## src/rtl/spi_mem_pkg.sv

```systemverilog
// Shared definitions for the SPI slave front end and the RAM behind it.
package spi_mem_pkg;

    // Slave FSM states
    typedef enum logic [2:0] {
        IDLE,
        CHK_CMD,
        WRITE,
        READ_ADD,
        READ_DATA
    } state_t;

    // Command field values carried in the two MSBs of every frame
    localparam logic [1:0] CMD_WR_ADDR = 2'b00;
    localparam logic [1:0] CMD_WR_DATA = 2'b01;
    localparam logic [1:0] CMD_RD_ADDR = 2'b10;
    localparam logic [1:0] CMD_RD_DATA = 2'b11;

endpackage

```

## src/rtl/spi_tx_shifter.sv

```systemverilog
// Parallel-in serial-out shifter that drives MISO with a RAM read word, MSB first.
// After one word it reports done and refuses to reload until cleared.
module spi_tx_shifter #(
    parameter int DATA_W = 8
) (
    input  logic              clk,
    input  logic              rst_n,
    input  logic              i_clear,
    input  logic              i_load,
    input  logic [DATA_W-1:0] i_data,
    output logic              o_miso,
    output logic              o_busy,
    output logic              o_done
);

    localparam int CNT_W = $clog2(DATA_W + 1);

    logic [DATA_W-1:0] r_shift;
    logic [CNT_W-1:0]  r_cnt;
    logic              r_miso;
    logic              r_busy;
    logic              r_done;

    // Load presents the MSB at once; the remaining bits follow one per clock, then MISO returns low
    always_ff @(posedge clk) begin
        if (!rst_n || i_clear) begin
            r_shift <= '0;
            r_cnt   <= '0;
            r_miso  <= 1'b0;
            r_busy  <= 1'b0;
            r_done  <= 1'b0;
        end else if (r_busy) begin
            if (r_cnt == '0) begin
                r_miso <= 1'b0;
                r_busy <= 1'b0;
                r_done <= 1'b1;
            end else begin
                r_miso  <= r_shift[DATA_W-1];
                r_shift <= {r_shift[DATA_W-2:0], 1'b0};
                r_cnt   <= r_cnt - 1'b1;
            end
        end else if (i_load && !r_done) begin
            r_shift <= {i_data[DATA_W-2:0], 1'b0};
            r_miso  <= i_data[DATA_W-1];
            r_cnt   <= CNT_W'(DATA_W - 1);
            r_busy  <= 1'b1;
        end
    end

    assign o_miso = r_miso;
    assign o_busy = r_busy;
    assign o_done = r_done;

endmodule

```

## src/rtl/spi_slave.sv

```systemverilog
// SPI slave front end for the RAM: collects 10-bit command frames from MOSI and
// returns RAM read data on MISO after a read-data frame.
module spi_slave
    import spi_mem_pkg::*;
#(
    parameter int DATA_W = 8
) (
    input  logic              clk,
    input  logic              rst_n,
    input  logic              SS_n,
    input  logic              MOSI,
    output logic              MISO,
    output logic [DATA_W+1:0] rx_data,
    output logic              rx_valid,
    input  logic [DATA_W-1:0] tx_data,
    input  logic              tx_valid
);

    localparam int FRAME_W = DATA_W + 2;
    localparam int CNT_W   = $clog2(FRAME_W);

    state_t             r_state;
    logic [FRAME_W-1:0] r_rxShift;
    logic [FRAME_W-1:0] r_rxData;
    logic               r_rxValid;
    logic [CNT_W-1:0]   r_bitCnt;
    logic               r_frameDone;
    logic               r_rdAddrDone;

    logic w_inPayload;
    logic w_lastBit;
    logic w_txLoad;
    logic w_txBusy;
    logic w_txDone;

    // The payload states share the same sampling path; the frame ends on the edge that samples bit 0
    assign w_inPayload = (r_state == WRITE) || (r_state == READ_ADD) || (r_state == READ_DATA);
    assign w_lastBit   = w_inPayload && !r_frameDone && (r_bitCnt == CNT_W'(FRAME_W - 1));
    assign w_txLoad    = (r_state == READ_DATA) && r_frameDone && tx_valid && !SS_n
                         && !w_txBusy && !w_txDone;

    // Frame FSM, receive shift register, bit counter and the read-address handshake flag
    always_ff @(posedge clk) begin
        if (!rst_n) begin
            r_state      <= IDLE;
            r_rxShift    <= '0;
            r_rxData     <= '0;
            r_rxValid    <= 1'b0;
            r_bitCnt     <= '0;
            r_frameDone  <= 1'b0;
            r_rdAddrDone <= 1'b0;
        end else begin
            r_rxValid <= 1'b0;
            if (w_lastBit) begin
                r_rxData    <= {r_rxShift[FRAME_W-2:0], MOSI};
                r_rxValid   <= 1'b1;
                r_frameDone <= 1'b1;
                if (r_state == READ_ADD) begin
                    r_rdAddrDone <= 1'b1;
                end else if (r_state == READ_DATA) begin
                    r_rdAddrDone <= 1'b0;
                end
            end
            if (SS_n && (r_state != IDLE)) begin
                r_state     <= IDLE;
                r_bitCnt    <= '0;
                r_frameDone <= 1'b0;
                r_rxShift   <= '0;
            end else begin
                case (r_state)
                    IDLE: begin
                        if (!SS_n) begin
                            r_state     <= CHK_CMD;
                            r_bitCnt    <= '0;
                            r_frameDone <= 1'b0;
                        end
                    end
                    CHK_CMD: begin
                        r_rxShift <= {r_rxShift[FRAME_W-2:0], MOSI};
                        r_bitCnt  <= CNT_W'(1);
                        if (!MOSI) begin
                            r_state <= WRITE;
                        end else if (r_rdAddrDone) begin
                            r_state <= READ_DATA;
                        end else begin
                            r_state <= READ_ADD;
                        end
                    end
                    WRITE, READ_ADD, READ_DATA: begin
                        if (!r_frameDone) begin
                            r_rxShift <= {r_rxShift[FRAME_W-2:0], MOSI};
                            if (!w_lastBit) begin
                                r_bitCnt <= r_bitCnt + 1'b1;
                            end
                        end
                    end
                    default: begin
                        r_state <= IDLE;
                    end
                endcase
            end
        end
    end

    spi_tx_shifter #(
        .DATA_W (DATA_W)
    ) u_txShifter (
        .clk     (clk),
        .rst_n   (rst_n),
        .i_clear (SS_n),
        .i_load  (w_txLoad),
        .i_data  (tx_data),
        .o_miso  (MISO),
        .o_busy  (w_txBusy),
        .o_done  (w_txDone)
    );

    assign rx_data  = r_rxData;
    assign rx_valid = r_rxValid;

endmodule

```

## config.mk

```make
export PLATFORM = sky130hd
export DESIGN_NAME = spi_slave
export DESIGN_NICKNAME = d
export VERILOG_FILES = /design/src/rtl/spi_mem_pkg.sv /design/src/rtl/spi_tx_shifter.sv /design/src/rtl/spi_slave.sv
export SDC_FILE = /design/constraint.sdc
export NUM_CORES = 1
export LEC_CHECK = 0
export CAP_MARGIN = 10
export CELL_PAD_IN_SITES_DETAIL_PLACEMENT = 0
export CELL_PAD_IN_SITES_GLOBAL_PLACEMENT = 2
export CORE_UTILIZATION = 33
export CTS_CLUSTER_SIZE = 14
export DETAILED_ROUTE_END_ITERATION = 16
export GPL_TIMING_DRIVEN = 0
export HOLD_SLACK_MARGIN = 0.12
export PLACE_DENSITY = 0.82
export SYNTH_ARGS = -nofsm -noshare
export SYNTH_HDL_FRONTEND = slang
export SYNTH_SLANG_ARGS = --single-unit
```

## constraint.sdc

```tcl
create_clock -name clk -period 2.2 [get_ports clk]
set_input_delay 0.55 -clock clk [delete_from_list [all_inputs] [get_ports clk]]
set_output_delay 0.55 -clock clk [all_outputs]
set_load 0.01 [all_outputs]
```

Yosys cells after proc, flatten, opt, wreduce, memory -nomap -nowiden --
Cells that the tools add are included.
Operators by class: add/sub/neg operators 2, multipliers 0, divide/modulo/power cells 0, magnitude comparators 0, equality and inequality tests 9, shifts and indexed selects 0, muxes and demuxes 28, bitwise gates (word level) 2, reductions and logical operators 32
Operators by type and width (count):
- $mux W4 | 6
- $mux W8 | 3
- $pmux W9 S2 | 1
- $mux W1 | 12
- $pmux W4 S3 | 1
- $reduce_and A2 Y1 | 5
- $logic_and A1 B1 Y1 | 9
- $mux W3 | 3
- $mux W9 | 1
- $pmux W3 S3 | 1
- $ne A2 B2 Y1 const B | 4
- $eq A3 B2 Y1 const B | 2
- $reduce_bool A2 Y1 | 3
- $reduce_bool A3 Y1 | 2
- $logic_not A1 Y1 | 5
- $add A4 B1 Y4 const B | 1
- $eq A4 B4 Y1 const B | 1
- $logic_not A4 Y1 | 1
- $reduce_and A4 Y1 | 1
- $sub A4 B1 Y4 const B | 1
- $eq A3 B1 Y1 const B | 1
- $eq A3 B3 Y1 const B | 1
- $logic_not A3 Y1 | 1
- $logic_or A1 B1 Y1 | 3
- other kinds (3) | 4
Word-level totals: flip-flop bits (word level) 44, bits in latches 0, bits in writable memories 0, bits in read-only memories 0, output and inout bits 12, word-level logic and storage cells 85, memories kept 0

Depth between registers and ports, before layout --
word-level depth 9, depth in mapped cells 7, gate-level depth less buffers 6

Cells and area by module --
From an unflattened synthesis, not the netlist that was laid out.
Second synthesis, totals: cell total of the unflattened synthesis 231, area total of the unflattened synthesis 2083.2 um^2
By module, submodules not included:
- spi_slave | instances 1, cells an instance 153, area each 1341.3 um^2
- spi_tx_shifter | instances 1, cells an instance 78, area each 742.0 um^2

Worst setup path after synthesis --
No wires, ideal clock.
kind reg2reg, from register u_txShifter.r_cnt[0], to register u_txShifter.r_cnt[3], library setup time 116 ps, arrival time 1488 ps, required time 2084 ps, setup slack 596 ps, stages on the path, launching flop included 7, clock period less this slack 1604 ps, cells stage by stage dfxtp_1 -> inv_1 -> ha_1 -> nor3b_1 -> nor2_1 -> a2111oi_0 -> a31o_2
On the way: longest elaborated chain between the ends 3, elaborated cells between the ends (all ways) 6
Ends and longest elaborated chain:
- from (decl) | line spi_tx_shifter.sv:19 | logic [CNT_W-1:0] r_cnt;
- from (signal assigned) | line spi_tx_shifter.sv:40 | r_cnt <= r_cnt - 1'b1;
- from (signal assigned) | line spi_tx_shifter.sv:45 | r_cnt <= CNT_W'(DATA_W - 1);
- $sub A4 B1 Y4 / $logic_not A4 Y1 (equally long branches) | line spi_tx_shifter.sv:40, spi_tx_shifter.sv:33
- $mux W4 / $ne A2 B2 Y1 (equally long branches)
- $mux W4 / $reduce_and A2 Y1 (equally long branches)
Parallel ways exist; a longest one is shown, timed or not. The select of a mux whose other input is x is not followed. A chain may end at the register's enable or synchronous reset.

Final worst setup path --
from input port SS_n, to register u_txShifter.r_cnt[1]
On the way: longest elaborated chain between the ends 7, elaborated cells between the ends (all ways) 8
Ends and longest elaborated chain:
- from (decl) | line spi_slave.sv:10 | input logic SS_n,
- $logic_not A1 Y1
- $logic_and A1 B1 Y1 | line spi_slave.sv:39 | assign w_txLoad = (r_state == READ_DATA) && r_frameDone && tx_valid && !SS_n
- $logic_and A1 B1 Y1 (2 in series) | line spi_slave.sv:40 | && !w_txBusy && !w_txDone;
- $logic_and A1 B1 Y1 | line spi_tx_shifter.sv:42 | end else if (i_load && !r_done) begin
- $reduce_bool A2 Y1 (no source line)
- $reduce_and A2 Y1 (no source line)
Parallel ways exist; a longest one is shown, timed or not.

==> run metrics <==
status=complete, no violations; share of cells above drive strength 1=8.06%; Mapped Cells=216; max-slew violations=0; height of the die=78.5 µm; largest net degree at the start of global routing=14; Worst Setup End Kind=flop; Crit Path Class=in2reg; GPL Wtd Cong=0.745; WL final=4.30 mm; critical path launch point type=input port; CP max FO=8; largest family of logic cells by synthesized area=simple AND/OR/NAND/NOR gates; number of fill cells=597; unrepaired setup endpoints after global routing=false; core region area=5570 µm²; I/O pins=25; die area=6160 µm²; Synth Area in Compound Gates=17.9%; Post-CTS Setup Inserts=0; initial antenna violation count=0; Post-synth top flop=dfxtp_1; Post-Syn Area=1930 µm²; global-route wire length before repair=6.99 mm; clock sinks=43; Die Wd=78.5 µm; Tmin final=1.98 ns; Max Cap Viol=0; # resized after CTS=0; worst reg2reg path startpoint=u_txShifter.r_cnt[0]; Simple-Gate Fraction of Synth Area=20.7%; XOR/XNOR share of the synthesized area=0.454%; area delta synth->final=24.0%; EDFF count, synth=0; Slew HR=53.0%; peak supply drop=0.336 mV; maximum clock frequency=504 MHz; Period Utilization, post-route=90.2%; Hold-fix buffers, CTS=0; Reg clk slew, reported paths=0.08 ns; H-tree levels=2; Mapped Nets=233; vias per std cell=4.94; Unique masters post-synth=40; Starting Density=34.6%; slowest CP cell=clkdlybuf4s50_1; vias in the first global route=1408; first drt pass iteration count=4; slowest stage delay, CP=0.48 ns; TritonCTS buffer count=5; clk_skew=0.00536 ns; setup TNS=0 ns; Worst-Margin Slew=0.702 ns; Clock Latency Late Sink=0.29 ns; total of warnings raised by yosys=0; Arr. time, crit path=2.13 ns; final net count=264; number of port buffers=24; wire length per cell=13.4 µm; HPWL after DPL=2.98 mm; worst setup path start=SS_n; diode count=0; Seq/Total Area, Yosys=44.6%; Leak=0.885 nW; Pwr Density=680 nW/µm²; total congestion overflow after global routing=0; row cnt=27; min-delay src=u_txShifter.r_shift[1]; mux contribution to synthesized area=8.30%; Buf/Inv on CP=1; # setup viols final=0; ys async rst share=0%; syn avg cell area=8.94 µm²; Adder-Cell Fraction of Synth Area=2.59%; Post-DRT Antenna Nets=0; CTS tree=done; Min-Delay Path Class=reg2reg; Worst EP required=2.34 ns; #FFs+latches synth=43; Crit path max-delay family=simple AND/OR/NAND/NOR gates; final hold vios=0; gr usage total=14.9%; clk root buf=clkbuf_8; total number of vias=1580; R2R Setup Slk=0.25 ns; Final Non-Filler Cells=320; CP Cell Sequence=clkdlybuf4s50_1 -> nor4_1 -> nand4_1 -> nand2_1 -> a311oi_1; Cells after DPL=312; Max Buffers Root-to-Sink=2; initial DRC count=78; DRC=0
[cell families after synthesis]
logic type / count (synthesis)
compound gates: 52
xor+xnor: 1
fa+ha+maj: 4
buf+inv: 22
flops: 43
mux: 16
simple gates: 78
[placed cells by master (no fill, tap or decap), drive strengths merged, types with 2 or more instances in the layout]
cell type,instances
a21oi,14
bufinv,2
clkdlybuf4s50,24
a311oi,2
nor3b,5
nor2b,4
ha,4
nand3,14
o31ai,2
a2111oi,2
nand2,17
mux2i,16
a31oi,2
clkbuf,9
nor3,14
nor2,16
buf,8
dfxtp,43
o21ai,14
inv,11
a21o,3
a211oi,8
[synth_stat cells, types with 2 or more instances]
cell | count | area (µm²)
nor3b_1 | 4 | 30.0
a21oi_1 | 14 | 70.1
a31oi_1 | 2 | 12.5
a2111oi_0 | 2 | 17.5
nor2_1 | 16 | 60.1
a311oi_1 | 2 | 17.5
nand3_1 | 14 | 70.1
dfxtp_1 | 43 | 861
o21ai_1 | 4 | 20.0
clkbuf_1 | 3 | 11.3
a21o_1 | 3 | 22.5
inv_1 | 11 | 41.3
ha_1 | 4 | 50.1
nor2b_1 | 4 | 25.0
nor3_1 | 14 | 70.1
nand2_1 | 17 | 63.8
buf_4 | 3 | 22.5
mux2i_1 | 16 | 160
o21ai_0 | 10 | 50.1
a211oi_1 | 8 | 60.1
buf_2 | 3 | 15.0
[through the flow]
step / power, mW / hold WS [ns] / area [µm²] / worst slack [ns] / utilization, %
final: 1.63 / 0.475 / 2390 / 0.215 / 42.9
after global routing: 1.71 / 0.508 / 2390 / 0.0767 / 42.9
after CTS: 1.65 / 0.483 / 2390 / 0.221 / 42.9
after detailed placement: 0.917 / 0.469 / 2260 / -0.0868 / 40.6
after global placement: 0.919 / 0.457 / 2260 / -0.0830 / 40.6
after floorplan: 0.871 / 0.438 / 1930 / 0.596 / -
[state kept, by name, summed over array words and instances (netlist names), 3 cells and up]
register / count
r_state: 3
u_txShifter.r_shift: 7
r_bitCnt: 4
r_rxShift: 9
rx_data: 10
u_txShifter.r_cnt: 4
[routing by layer]
metal	part of all wire (%)	track usage, %	up-vias
met2	43	21.0	17
met4	1.3	5.56	0
li1	-	-	840
met5	0	0	-
met1	53	21.2	717
met3	3.0	4.19	6
[tightest hold or removal path, delay by kind of cell, from the launching register on]
kind	cells	cell delay [ns]
flip-flops	1	0.32
AND/OR/NAND/NOR	1	0.06
AO/OA/AOI/OAI	1	0.06
[final cells by class]
class	instances	area (µm²)	area share, %
Multi-Input combinational cell	151	965	40.3
Buffer	11	63.8	2.67
Timing Repair Buffer	24	240	10.0
Clock inverter	2	60.1	2.51
Sequential cell	43	861	36.0
Clock buffer	6	72.6	3.03
Tap cell	72	90.1	3.76
Inverter	11	41.3	1.73
[power by group]
part,total (mW),leakage [nW],switching [mW],internal [mW]
sequential,0.789,0.347,0.00588,0.784
combinational,0.109,0.473,0.0620,0.0465
clock,0.731,0.0654,0.277,0.454
[final timing paths]
kind | endpoint | depth (start not counted)
max | u_txShifter.r_cnt[1] | 5
min reg2reg | u_txShifter.r_shift[1] | 2
min | u_txShifter.r_shift[1] | 2
max reg2reg | u_txShifter.r_cnt[3] | 6
(Power assumes the default switching activity.)
